File: src/rtl/mult_div_unit_if.sv
// Start/done handshake and result bus between the control unit and the HI/LO multiply/divide unit.
interface mult_div_unit_if #(
   parameter int WIDTH = 32
);
   logic             start;
   logic             op;
   logic [WIDTH-1:0] a;
   logic [WIDTH-1:0] b;
   logic [WIDTH-1:0] hi;
   logic [WIDTH-1:0] lo;
   logic             busy;
   logic             done;
   logic             div0;

   modport master (
      output start, op, a, b,
      input  hi, lo, busy, done, div0
   );

   modport slave (
      input  start, op, a, b,
      output hi, lo, busy, done, div0
   );
endinterface

File: src/rtl/mult_div_unit.sv
// Iterative signed multiply (radix-2 Booth) / divide (restoring on magnitudes) producing HI/LO.
// state  | meaning
// S_IDLE | waiting for start; divide-by-zero answered here in one cycle
// S_RUN  | WIDTH iterations of Booth step or restoring-divide step
// S_FIX  | sign correction, HI/LO load, done pulse
module mult_div_unit #(
   parameter int WIDTH = 32
) (
   input  logic           clock_i,
   input  logic           reset_i,
   mult_div_unit_if.slave bus
);
   localparam int CW = $clog2(WIDTH);

   typedef enum logic [1:0] {S_IDLE, S_RUN, S_FIX} state_e;

   state_e           state_q;
   logic             op_q;
   logic             qm1_q;
   logic             neg_quot_q;
   logic             neg_rem_q;
   logic             busy_q;
   logic             done_q;
   logic             div0_q;
   logic [CW-1:0]    cnt_q;
   logic [WIDTH:0]   acc_q;
   logic [WIDTH:0]   opd_q;
   logic [WIDTH-1:0] mq_q;
   logic [WIDTH-1:0] hi_q;
   logic [WIDTH-1:0] lo_q;

   logic [WIDTH:0]   acc_d;
   logic [WIDTH-1:0] mq_d;
   logic             qm1_d;
   logic [WIDTH-1:0] hi_d;
   logic [WIDTH-1:0] lo_d;
   logic [WIDTH-1:0] a_mag;
   logic [WIDTH-1:0] b_mag;
   logic [WIDTH:0]   booth_sum;
   logic [WIDTH:0]   rem_sh;
   logic             rem_ge;

   // acc carries one guard bit so subtracting the most-negative multiplicand cannot overflow
   always_comb begin
      a_mag     = bus.a[WIDTH-1] ? -bus.a : bus.a;
      b_mag     = bus.b[WIDTH-1] ? -bus.b : bus.b;
      booth_sum = acc_q;
      case ({mq_q[0], qm1_q})
         2'b01:   booth_sum = acc_q + opd_q;
         2'b10:   booth_sum = acc_q - opd_q;
         default: booth_sum = acc_q;
      endcase
      rem_sh = {acc_q[WIDTH-1:0], mq_q[WIDTH-1]};
      rem_ge = (rem_sh >= opd_q);
      if (op_q) begin
         acc_d = rem_ge ? (rem_sh - opd_q) : rem_sh;
         mq_d  = {mq_q[WIDTH-2:0], rem_ge};
         qm1_d = 1'b0;
         lo_d  = neg_quot_q ? -mq_q : mq_q;
         hi_d  = neg_rem_q ? -acc_q[WIDTH-1:0] : acc_q[WIDTH-1:0];
      end else begin
         acc_d = {booth_sum[WIDTH], booth_sum[WIDTH:1]};
         mq_d  = {booth_sum[0], mq_q[WIDTH-1:1]};
         qm1_d = mq_q[0];
         lo_d  = mq_q;
         hi_d  = acc_q[WIDTH-1:0];
      end
   end

   always_ff @(posedge clock_i) begin
      if (reset_i) begin
         state_q    <= S_IDLE;
         op_q       <= 1'b0;
         qm1_q      <= 1'b0;
         neg_quot_q <= 1'b0;
         neg_rem_q  <= 1'b0;
         busy_q     <= 1'b0;
         done_q     <= 1'b0;
         div0_q     <= 1'b0;
         cnt_q      <= '0;
         acc_q      <= '0;
         opd_q      <= '0;
         mq_q       <= '0;
         hi_q       <= '0;
         lo_q       <= '0;
      end else begin
         done_q <= 1'b0;
         div0_q <= 1'b0;
         case (state_q)
            S_IDLE: begin
               if (bus.start) begin
                  if (bus.op && (bus.b == '0)) begin
                     done_q <= 1'b1;
                     div0_q <= 1'b1;
                  end else begin
                     op_q    <= bus.op;
                     cnt_q   <= '0;
                     busy_q  <= 1'b1;
                     acc_q   <= '0;
                     qm1_q   <= 1'b0;
                     state_q <= S_RUN;
                     if (bus.op) begin
                        mq_q       <= a_mag;
                        opd_q      <= {1'b0, b_mag};
                        neg_quot_q <= bus.a[WIDTH-1] ^ bus.b[WIDTH-1];
                        neg_rem_q  <= bus.a[WIDTH-1];
                     end else begin
                        mq_q  <= bus.b;
                        opd_q <= {bus.a[WIDTH-1], bus.a};
                     end
                  end
               end
            end
            S_RUN: begin
               acc_q <= acc_d;
               mq_q  <= mq_d;
               qm1_q <= qm1_d;
               cnt_q <= cnt_q + CW'(1);
               if (cnt_q == CW'(WIDTH - 1)) state_q <= S_FIX;
            end
            S_FIX: begin
               hi_q    <= hi_d;
               lo_q    <= lo_d;
               done_q  <= 1'b1;
               busy_q  <= 1'b0;
               state_q <= S_IDLE;
            end
            default: state_q <= S_IDLE;
         endcase
      end
   end

   assign bus.hi   = hi_q;
   assign bus.lo   = lo_q;
   assign bus.busy = busy_q;
   assign bus.done = done_q;
   assign bus.div0 = div0_q;
endmodule

File: src/flat_wrapper.sv
// flat-port wrapper written by rule: the top's interface ports become plain ports
module mult_div_unit_flat 
#(
   parameter int WIDTH = 32
)
  (clock_i, reset_i, bus_start, bus_op, bus_a, bus_b, bus_hi, bus_lo, bus_busy, bus_done, bus_div0);
  mult_div_unit_if #(.WIDTH(WIDTH)) bus_i ();
  input  logic clock_i;
  input  logic reset_i;
  input wire logic [$bits(bus_i.start)-1:0] bus_start;
  input wire logic [$bits(bus_i.op)-1:0] bus_op;
  input wire logic [$bits(bus_i.a)-1:0] bus_a;
  input wire logic [$bits(bus_i.b)-1:0] bus_b;
  output wire logic [$bits(bus_i.hi)-1:0] bus_hi;
  output wire logic [$bits(bus_i.lo)-1:0] bus_lo;
  output wire logic [$bits(bus_i.busy)-1:0] bus_busy;
  output wire logic [$bits(bus_i.done)-1:0] bus_done;
  output wire logic [$bits(bus_i.div0)-1:0] bus_div0;
  assign bus_i.start = bus_start;
  assign bus_i.op = bus_op;
  assign bus_i.a = bus_a;
  assign bus_i.b = bus_b;
  assign bus_hi = bus_i.hi;
  assign bus_lo = bus_i.lo;
  assign bus_busy = bus_i.busy;
  assign bus_done = bus_i.done;
  assign bus_div0 = bus_i.div0;
  mult_div_unit #(.WIDTH(WIDTH)) u_core (.clock_i(clock_i), .reset_i(reset_i), .bus(bus_i));
endmodule
File: config.mk
export PLATFORM = sky130hd
export DESIGN_NAME = mult_div_unit_flat
export DESIGN_NICKNAME = d
export VERILOG_FILES = /design/src/rtl/mult_div_unit_if.sv /design/src/rtl/mult_div_unit.sv /design/src/flat_wrapper.sv
export SDC_FILE = /design/constraint.sdc
export NUM_CORES = 1
export LEC_CHECK = 0
export CORE_ASPECT_RATIO = 0.8
export CORE_MARGIN = 4
export CORE_UTILIZATION = 40
export DETAILED_ROUTE_END_ITERATION = 6
export GPL_TIMING_DRIVEN = 0
export PLACE_DENSITY_LB_ADDON = 0.2
export RECOVER_POWER = 50
export REMOVE_ABC_BUFFERS = 1
export SLEW_MARGIN = 20
export SYNTH_ARGS = -nofsm -noshare
export SYNTH_HDL_FRONTEND = slang
export SYNTH_SLANG_ARGS = --single-unit
export TNS_END_PERCENT = 10
File: constraint.sdc
create_clock -name clock_i -period 4.8 [get_ports clock_i]
set_input_delay 0.96 -clock clock_i [delete_from_list [all_inputs] [get_ports clock_i]]
set_output_delay 0.96 -clock clock_i [all_outputs]
set_load 0.03 [all_outputs]
==> metrics, run 1 <==
multi-input gate area in the final layout=approximately 11,000 um^2; Post-CTS Hold Buffers=0; Iter 0 DRT Violations=approximately 1.3k; clock tree from TritonCTS=done; H-tree depth=4; Filler Cells Inserted=approximately 3.7k; crit end category=flip-flop; DRT antenna net count=0; Detailed Routing Iterations Pass 1=5; DPL Wire Length=around 38,000 um; Required @ worst endpoint=about 5100 ps; post-synth cell types=67; nature of the critical path startpoint=primary input; DR vias=between 15k and 20k; row cnt=62; #FFs+latches synth=~180; final hold vios=0; io pins=between 100 and 150; Slew headroom=-22.2%; register area share after synthesis=roughly a quarter; EDFF count, synth=0; Setup CP Type=primary input to flip-flop; asr flop ratio synth=0%; Slew Limit Fails=85; Port Buffers=134; CP max FO=30; grt total ovfl=0; vias in the first global route=~14k; Worst Max-Slew Pin Slew=about 1800 ps; synth-to-layout area growth=16.6%; status=finished with violations; RSZ-0062 raised after global routing=true; Setup Skew=~11 ps; CTS root buf=clkbuf_16; worst skew pair latency=around 450 ps; pre-CTS setup slack=-189 ps; Finished Layout Cells=~2.6k; TritonCTS buffer count=17; die height=approximately 180 um; share of cells above drive strength 1=just under 4%; Routed WL=between 40,000 and 50,000 um; largest net degree at the start of global routing=77; fin crit share=a little over nine tenths; Pleak=roughly 6.4 nW; Setup violations, final=0; Top FF cell, synth=dfxtp_1; Starting Density=41.0%; clock sinks=between 150 and 200; die footprint=a little over 40,000 um^2; routed length per instance=approximately 19 um; Hold Crit Class=flip-flop to flip-flop; CP startpoint=bus_b[11]; FMAX=between 200 and 250 MHz; Max rail drop VDD=between 0.2 and 0.25 mV; number of nets in the layout=2,210; Ys Warns=0; synthesized area=14,900 um^2; CTS clk-pin slew, worst paths=around 70 ps; DRC viols=0; HP Start=u_core.bus.hi[23]; Final Wtd Congestion=just under 0.9; synthesized area per cell=between 7 and 8 um^2; critical path arrival=between 4000 and 5000 ps; worst r2r src=u_core.opd_q[1]; most frequent cells in the layout=243 x nor2_1, 193 x nand2_1, 187 x a21oi_1; worst setup margin=218 ps; # Post-CTS Setup Buffers=0; Max-Cap Viols=2; CORE AREA=about 36,000 um^2; die extent in x=224 um; antenna diode count=0; initial antenna violation count=3; pwr/cell area=between 300 and 400 nW/um^2; first-pass GRT wire length=78,600 um; failing checks=max-capacitance violations, max-slew violations; Syn Inst Count=2,032; Max Buffers Root-to-Sink=2; Reg area=between 3000 and 4000 um^2; commonest non-fill, non-tap cell in the layout=nor2_1; Vias/cell=5.94; Tmin final=4580 ps; Inst Count DP=2,528; total global-route track usage=23.8%
## power breakdown
group | switching (W) | internal [W] | total [W] | leakage [nW]
sequential | 0.000140 | 0.00153 | 0.00167 | 1.43
combinational | 0.00121 | 0.000799 | 0.00201 | 4.64
clock | 0.000636 | 0.000984 | 0.00162 | 0.323
## state kept, by name, summed over array words and instances, names as in the netlist, 2 cells and up
signal and count:
u_core.acc_q 33, u_core.bus.hi 32, u_core.bus.lo 32, u_core.cnt_q 5
u_core.mq_q 32, u_core.opd_q 33, u_core.state_q 2
## cell families (layout without fill, tap and decap cells)
logic type | count (synthesis) | after routing | share of synthesized area [%]
multiplexers | 57 | 57 | 3.86
adder cells (fa/ha/maj) | 75 | 75 | 6.41
XOR/XNOR | 194 | 194 | 11.4
AND/OR/NAND/NOR | 658 | 658 | 19.9
buffers and inverters | 202 | 249 | 5.13
flip-flops | 176 | 176 | 23.7
AO/OA/AOI/OAI | 670 | 670 | 29.6
## worst paths after layout
path / to / slack [ps] / cells past startpoint
max: u_core.opd_q[30] / 220 / 11
min: u_core.bus.hi[23] / 450 / 2
max reg2reg: u_core.acc_q[26] / 270 / 15
min reg2reg: u_core.bus.hi[23] / 450 / 2
## routing by layer
layer | vias up | global-route usage [%] | wire length, um
met2 | 390 | 35.6 | 21100
met1 | 7227 | 35.9 | 24600
met4 | 4 | 5.15 | 801
met5 | - | 0 | 28
met3 | 50 | 4.10 | 2770
li1 | 7519 | - | -
## final cells by class
type,instances,area share (%)
multi-input cells,1654,61.8
flip-flops and latches,176,20.3
repair buffers,147,9.04
well taps,480,3.46
clock buffers,23,2.82
inverters,71,1.54
clock inverters,8,0.996
## critical path, stage by stage
cell and delay (ps):
dlygate4sd3_1 640, or4_1 620, nand4b_1 520, nand3b_1 470
o31ai_1 480, a21oi_4 290, nand2_2 380, buf_16 230
a211oi_1 70, a21oi_1 140, nor2_1 50
## cell usage after synthesis, drive strengths merged (16+ instances only)
cell    instances  area (um^2)
o41ai          19          166
a211oi        118          886
o211ai         42          315
or3            21          136
nand2         194          728
xor2          101          885
nor4           19          119
o21ai         122          611
nand4          18          113
nor3           48          240
o31ai          33          253
a21oi         188          941
xnor2          93          815
nor2b          16          100
clkbuf        120          450
nand3          27          135
mux2i          54          541
inv            70          263
dfxtp         176         3520
a21o           19          143
nor2          249          935
ha             73          913
## what timing repair did
action,4_1_cts,5_1_grt
pin swaps,0,1
setup endpoints to repair,3,6
gates resized for setup,3,9
hold endpoints to repair,0,0
## metrics by stage
step / util [%] / setup TNS (ps) / instance area (um^2) / hold slack [ps] / total power, W
2_1_floorplan: - / -5960 / 14400 / 430 / 0.00306
3_3_place_gp: 45.0 / -489360 / 16300 / 444 / 0.00363
3_5_place_dp: 45.9 / -776 / 16700 / 447 / 0.00366
4_1_cts: 47.8 / 0 / 17400 / 457 / 0.00530
5_1_grt: 47.8 / -71.3 / 17300 / 485 / 0.00561
6_report: 47.8 / 0 / 17300 / 452 / 0.00531
No activity file was read; power rests on OpenSTA's default activity.
==> run 2, diff against run 1 <==
--- a/config.mk
+++ b/config.mk
@@ -5,12 +5,12 @@
 export SDC_FILE = /design/constraint.sdc
 export NUM_CORES = 1
 export LEC_CHECK = 0
-export CORE_ASPECT_RATIO = 0.8
+export CORE_ASPECT_RATIO = 0.9
 export CORE_MARGIN = 4
 export CORE_UTILIZATION = 40
 export DETAILED_ROUTE_END_ITERATION = 6
 export GPL_TIMING_DRIVEN = 0
-export PLACE_DENSITY_LB_ADDON = 0.2
+export PLACE_DENSITY = 0.66
 export RECOVER_POWER = 50
 export REMOVE_ABC_BUFFERS = 1
 export SLEW_MARGIN = 20
==> run 2 against run 1 <==
The run still ends with max-capacitance violations, max-slew violations left. First-iteration DRC count is 17% lower. Clock power down 8%. Wire length is 0.62% lower. Via count is essentially flat. Die area barely moved. Critical path depth is 1 higher.
==> metrics, run 2 (synthesized netlist as in run 1, its figures left out) <==
Max rail drop VDD=0.248 mV (was 0.246 mV); DPL Wire Length=37,500 um (was 37,800 um); final hold vios=0 (unchanged); total chip power=0.00516 W (was 0.00531 W); die height=191 um (was 181 um); pwr/cell area=300 nW/um^2 (was 306 nW/um^2); Max-Cap Viols=2 (unchanged); clock sinks=176 (unchanged); CORE AREA=36,400 um^2 (was 36,300 um^2); FF-to-FF path depth=12 (was 15); failing checks=max-capacitance violations, max-slew violations (unchanged); Hold Crit Class=flip-flop to flip-flop (unchanged); clock tree from TritonCTS=done (unchanged); critical path arrival=5050 ps (was 4900 ps); Inst Count DP=2,523 (was 2,528); Filler Cells Inserted=3,632 (was 3,666); routed length per instance=19.2 um (was 19.3 um); CP startpoint=u_core.mq_q[0] (was bus_b[11]); Setup violations, final=0 (unchanged); DR vias=15.2k (about the same); Final Wtd Congestion=0.949 (was 0.891); Worst Max-Slew Pin Slew=1580 ps (was 1830 ps); fin crit share=97.5% (was 95.5%); synth-to-layout area growth=15.8% (was 16.6%); Vias/cell=5.94 (about the same); HP Start=u_core.bus.hi[23] (unchanged); Setup CP Type=flip-flop to flip-flop (was primary input to flip-flop); Reg area=3530 um^2 (was 3520 um^2); Port Buffers=134 (unchanged); row cnt=66 (was 62); Starting Density=40.9% (was 41.0%); Routed WL=49,000 um (was 49,300 um); initial antenna violation count=0 (was 3); Detailed Routing Iterations Pass 1=5 (unchanged); die footprint=40,300 um^2 (was 40,400 um^2); Slew Limit Fails=64 (was 85); worst hold stages=2 (unchanged); most frequent cells in the layout=244 x nor2_1, 193 x nand2_1, 187 x a21oi_1 (was 243 x nor2_1, 193 x nand2_1, 187 x a21oi_1); reg2reg end=u_core.acc_q[29] (was u_core.acc_q[26]); Finished Layout Cells=2,555 (was 2,559); largest registers=u_core.acc_q (33), u_core.opd_q (33) (unchanged); DRT antenna net count=0 (unchanged); total global-route track usage=23.4% (was 23.8%); number of nets in the layout=2,209 (was 2,210); first-pass GRT wire length=76,200 um (was 78,600 um); CTS root buf=clkbuf_16 (unchanged); TritonCTS buffer count=17 (unchanged); crit end category=flip-flop (unchanged); CTS clk-pin slew, worst paths=70 ps (about the same); Iter 0 DRT Violations=1,109 (was 1,333); # Post-CTS Setup Buffers=0 (unchanged); FMAX=214 MHz (was 218 MHz); WHS Endpoint=u_core.bus.hi[23] (unchanged); commonest non-fill, non-tap cell in the layout=nor2_1 (unchanged); grt total ovfl=0 (unchanged); vias in the first global route=13.8k (was 14.0k); CP max FO=29 (was 30); r2r setup slk=120 ps (was 270 ps); nature of the critical path startpoint=flip-flop (was primary input); antenna diode count=0 (unchanged); Slew headroom=-5.14% (was -22.2%); io pins=135 (unchanged); Pleak=6.35 nW (was 6.39 nW); largest net degree at the start of global routing=87 (was 77); Tmin final=4680 ps (was 4580 ps); Setup Skew=10.0 ps (was 11.3 ps); share of cells above drive strength 1=3.94% (unchanged); Required @ worst endpoint=5160 ps (was 5120 ps); worst r2r src=u_core.mq_q[0] (was u_core.opd_q[1]); status=finished with violations (unchanged); Max Buffers Root-to-Sink=2 (unchanged); worst skew pair latency=470 ps (was 450 ps); multi-input gate area in the final layout=10,700 um^2 (about the same); DRC viols=0 (unchanged); H-tree depth=4 (unchanged); die extent in x=211 um (was 224 um)
==> run 2: cell count changes in the layout (fill, tap and decap cells not counted), moves of 2 or more <==
cell        change
clkbuf_8        +4
bufinv_16       -3
clkbuf_1        -2
clkinv_2        +2
buf_16          -2
clkinvlp_4      +2
nor4_2          +2
==> run 2: critical path, stage by stage (launching register included) <==
cell and delay (ps):
dfxtp_1 740, ha_4 450, a31oi_1 90, xnor2_1 190, ha_1 320, a2111oi_0 580
a211oi_1 340, or2_2 380, a2111oi_1 720, o21ai_0 240, xnor2_1 180, nand2_1 70
a32o_1 240
==> run 2: how the worst max path moves through the flow <==
stage	endpoint	slack (ps)	cells past startpoint
after floorplan	u_core.bus.lo[30]	-330	3
after detailed placement	u_core.acc_q[27]	-70	10
after global placement	u_core.acc_q[2]	-5030	5
after CTS	u_core.acc_q[32]	90	18
after global routing	u_core.acc_q[31]	-6	17
final	u_core.acc_q[29]	120	12
==> run 2: through the flow <==
stage	setup WS [ps]	area, um^2	setup TNS [ps]	utilization (%)	hold WS, ps
floorplan	-326	14400	-5960	-	430
global placement	-5030	16300	-465950	44.8	441
detailed placement	-68.7	16600	-224	45.7	448
CTS	93.0	17300	0	47.4	458
global route	-5.99	17200	-8.74	47.3	480
finish	118	17200	0	47.3	451
==> run 2: area by class of cell <==
| cell class | instances | area share (%) |
|---|---|---|
| inverters | 71 | 1.55 |
| well taps | 476 | 3.46 |
| clock buffers | 24 | 2.97 |
| flip-flops and latches | 176 | 20.5 |
| multi-input cells | 1654 | 62.1 |
| clock inverters | 8 | 0.574 |
| repair buffers | 146 | 8.90 |
==> run 2: what timing repair did <==
| action | in CTS | in global routing |
|---|---|---|
| hold buffers | 0 | 0 |
| resized for setup | 2 | 5 |
| setup endpoints to repair | 3 | 6 |
==> run 2: routing by layer <==
layer / GRT usage [%] / wire, um / share of wire [%] / vias to the layer above
li1: - / - / - / 7493
met1: 34.2 / 23700 / 48 / 7201
met2: 36.5 / 21800 / 44 / 427
met3: 3.36 / 2650 / 5.4 / 58
met4: 5.75 / 890 / 1.8 / 0
met5: 0 / 0 / 0 / -
==> run 2: power by group <==
group / switching (W) / internal, W / total, W
Clock: 0.000643 / 0.000849 / 0.00149
Combinational: 0.00120 / 0.000793 / 0.00200
Sequential: 0.000141 / 0.00153 / 0.00167
Total: 0.00199 / 0.00318 / 0.00516
==> run 3, diff against run 2 <==
--- a/config.mk
+++ b/config.mk
@@ -13,6 +13,7 @@
 export PLACE_DENSITY = 0.66
 export RECOVER_POWER = 50
 export REMOVE_ABC_BUFFERS = 1
+export SKIP_LAST_GASP = 1
 export SLEW_MARGIN = 20
 export SYNTH_ARGS = -nofsm -noshare
 export SYNTH_HDL_FRONTEND = slang
==> constraint.sdc (replaced) <==
create_clock -name clock_i -period 6 [get_ports clock_i]
set_input_delay 1.2 -clock clock_i [delete_from_list [all_inputs] [get_ports clock_i]]
set_output_delay 1.2 -clock clock_i [all_outputs]
set_load 0.03 [all_outputs]
==> run 3 against run 2 <==
The flow still finishes with violations (max-capacitance violations, max-slew violations). Hold slack about the same. Utilization fell by 0.13 points. Clock skew rose by 1.5 ps. Sequential power is 20% lower. Maximum frequency is 7.2% lower. First-iteration DRC count rose by 7.3%. Count of clock-buffer cells in the layout stayed put. Largest cell class unchanged. Highest routed layer unchanged.
==> metrics, run 3 (synthesized netlist as in run 1, its figures left out) <==
CP cell instances=ha_2 -> a31oi_1 -> xnor2_1 -> ha_1 -> a2111oi_0 -> a211oi_1 -> or2_2 -> a2111oi_0 -> o21ai_0 -> xnor2_1 -> nand2_1 -> a32o_1 (was ha_4 -> a31oi_1 -> xnor2_1 -> ha_1 -> a2111oi_0 -> a211oi_1 -> or2_2 -> a2111oi_1 -> o21ai_0 -> xnor2_1 -> nand2_1 -> a32o_1); Switching Fraction=38.4% (was 38.5%); Vias/cell=5.94 (about the same); total global-route track usage=23.4% (about the same); number of nets in the layout=2,209 (unchanged); Final Wtd Congestion=0.949 (unchanged); post-CTS sizing=0 (was 2); Pleak=6.34 nW (was 6.35 nW); DPL Wire Length=37,500 um (unchanged); Design Area, Final=17,200 um^2 (about the same); pwr/cell area=240 nW/um^2 (was 300 nW/um^2); logic gate share of total power=38.6% (was 38.7%); DRC viols=0 (unchanged); synth-to-layout area growth=15.5% (was 15.8%); Psw=0.00158 W (was 0.00199 W); die extent in x=211 um (unchanged); Hold Crit Class=flip-flop to flip-flop (unchanged); largest registers=u_core.acc_q (33), u_core.opd_q (33) (unchanged); most frequent cells in the layout=245 x nor2_1, 193 x nand2_1, 187 x a21oi_1 (was 244 x nor2_1, 193 x nand2_1, 187 x a21oi_1); placed inst area=16,600 um^2 (unchanged); largest net degree at the start of global routing=87 (unchanged); DRT antenna net count=0 (unchanged); Starting Density=40.9% (unchanged); Iter 0 DRT Violations=1,190 (was 1,109); Slew headroom=-35.8% (was -5.14%); routed length per instance=19.1 um (was 19.2 um); critical path arrival=5410 ps (was 5050 ps); CORE AREA=36,400 um^2 (unchanged); die height=191 um (unchanged); die footprint=40,300 um^2 (unchanged); Post-CTS Hold Buffers=0 (unchanged); failing checks=max-capacitance violations, max-slew violations (unchanged); fin crit share=84.1% (was 97.5%); vias in the first global route=13.8k (about the same); CP max FO=29 (unchanged); # Post-CTS Setup Buffers=0 (unchanged); Worst path top cell family by delay=compound AO/OA/AOI/OAI gates (unchanged); clock tree from TritonCTS=done (unchanged); CP bufs+invs=0 (unchanged); Routed WL=48,900 um (was 49,000 um); Util after Layout=47.2% (was 47.3%); initial antenna violation count=0 (unchanged); Max rail drop VDD=0.198 mV (was 0.248 mV); CTS clk-pin slew, worst paths=70 ps (about the same); Port Buffers=134 (unchanged); H-tree depth=4 (unchanged); grt total ovfl=0 (unchanged); final hold vios=0 (unchanged); worst skew pair latency=470 ps (about the same); Setup Skew=11.5 ps (was 10.0 ps); Slew Limit Fails=88 (was 64); io pins=135 (unchanged); Int Pwr=0.00254 W (was 0.00318 W); clock sinks=176 (unchanged); Max-Cap Viols=3 (was 2); Clock power frac=29.0% (was 28.9%); CTS root buf=clkbuf_16 (unchanged); RSZ-0062 raised after global routing=false; Max Buffers Root-to-Sink=2 (unchanged); TritonCTS buffer count=17 (unchanged); nature of the critical path startpoint=flip-flop (unchanged); share of cells above drive strength 1=3.61% (was 3.94%); commonest non-fill, non-tap cell in the layout=nor2_1 (unchanged); Detailed Routing Iterations Pass 1=7 (was 5); Worst Max-Slew Pin Slew=2030 ps (was 1580 ps); Critical-path top delay cell=a2111oi_0 (was dfxtp_1); antenna diode count=0 (unchanged); Filler Cells Inserted=3,634 (was 3,632); Setup CP Type=flip-flop to flip-flop (unchanged); first-pass GRT wire length=76,200 um (about the same); status=finished with violations (unchanged); Setup violations, final=0 (unchanged); Required @ worst endpoint=6370 ps (was 5160 ps); row cnt=66 (unchanged); Largest stage delay, worst path=850 ps (was 740 ps); FMAX=198 MHz (was 214 MHz); DR vias=15.2k (about the same); Tmin final=5050 ps (was 4680 ps); crit end category=flip-flop (unchanged); Seq pwr share=32.5% (was 32.4%)
## run 3: cell types whose count changed in the layout (fill, tap and decap cells not counted), moves of 2 or more
cell	previous run	this run
nor3_2	2	0
nor4_1	15	17
nor3_1	46	48
nor4_2	4	2
## run 3: final cells by class
cell class	count	area, um^2	area share (%)
multi-input combinational	1654	10600	62.0
sequential	176	3530	20.5
timing repair buffer	146	1530	8.91
tap	476	596	3.47
clock buffer	24	512	2.98
inverter	71	267	1.55
clock inverter	8	98.8	0.575
## run 3: worst min-delay path: stages (launching register included)
cell     delay, ps
dfxtp_1        310
nand2_1         50
a21oi_1         50
## run 3: power by group through the flow
stage	clock, W	sequential [W]	combinational [W]
after floorplan	0	0.00133	0.00112
after global placement	0	0.00137	0.00153
after detailed placement	0	0.00136	0.00156
after CTS	0.00122	0.00134	0.00157
after global routing	0.00126	0.00135	0.00176
final	0.00119	0.00134	0.00159
## run 3: stage by stage
stage	setup slack (ps)	cells	power [W]	setup TNS, ps	hold slack [ps]
floorplan	874	1901	0.00244	0	430
global placement	-4070	2511	0.00289	-281630	441
detailed placement	891	2523	0.00292	0	448
CTS	1110	2555	0.00413	0	458
global route	663	2555	0.00437	0	480
finish	952	2555	0.00412	0	451
## run 3: path summary, 6_finish.rpt
path / from / endpoint / slack (ps) / cells after the start
max: u_core.mq_q[0] / u_core.acc_q[29] / 950 / 12
min: u_core.bus.hi[23] / u_core.bus.hi[23] / 450 / 2
max reg2reg: u_core.mq_q[0] / u_core.acc_q[29] / 950 / 12
min reg2reg: u_core.bus.hi[23] / u_core.bus.hi[23] / 450 / 2
## run 3: metal layers
metal	wire (um)	global-route usage [%]	vias to the layer above
li1	-	-	7492
met1	23800	34.2	7203
met2	21800	36.4	413
met3	2440	3.38	58
met4	873	5.75	0
met5	0	0	-
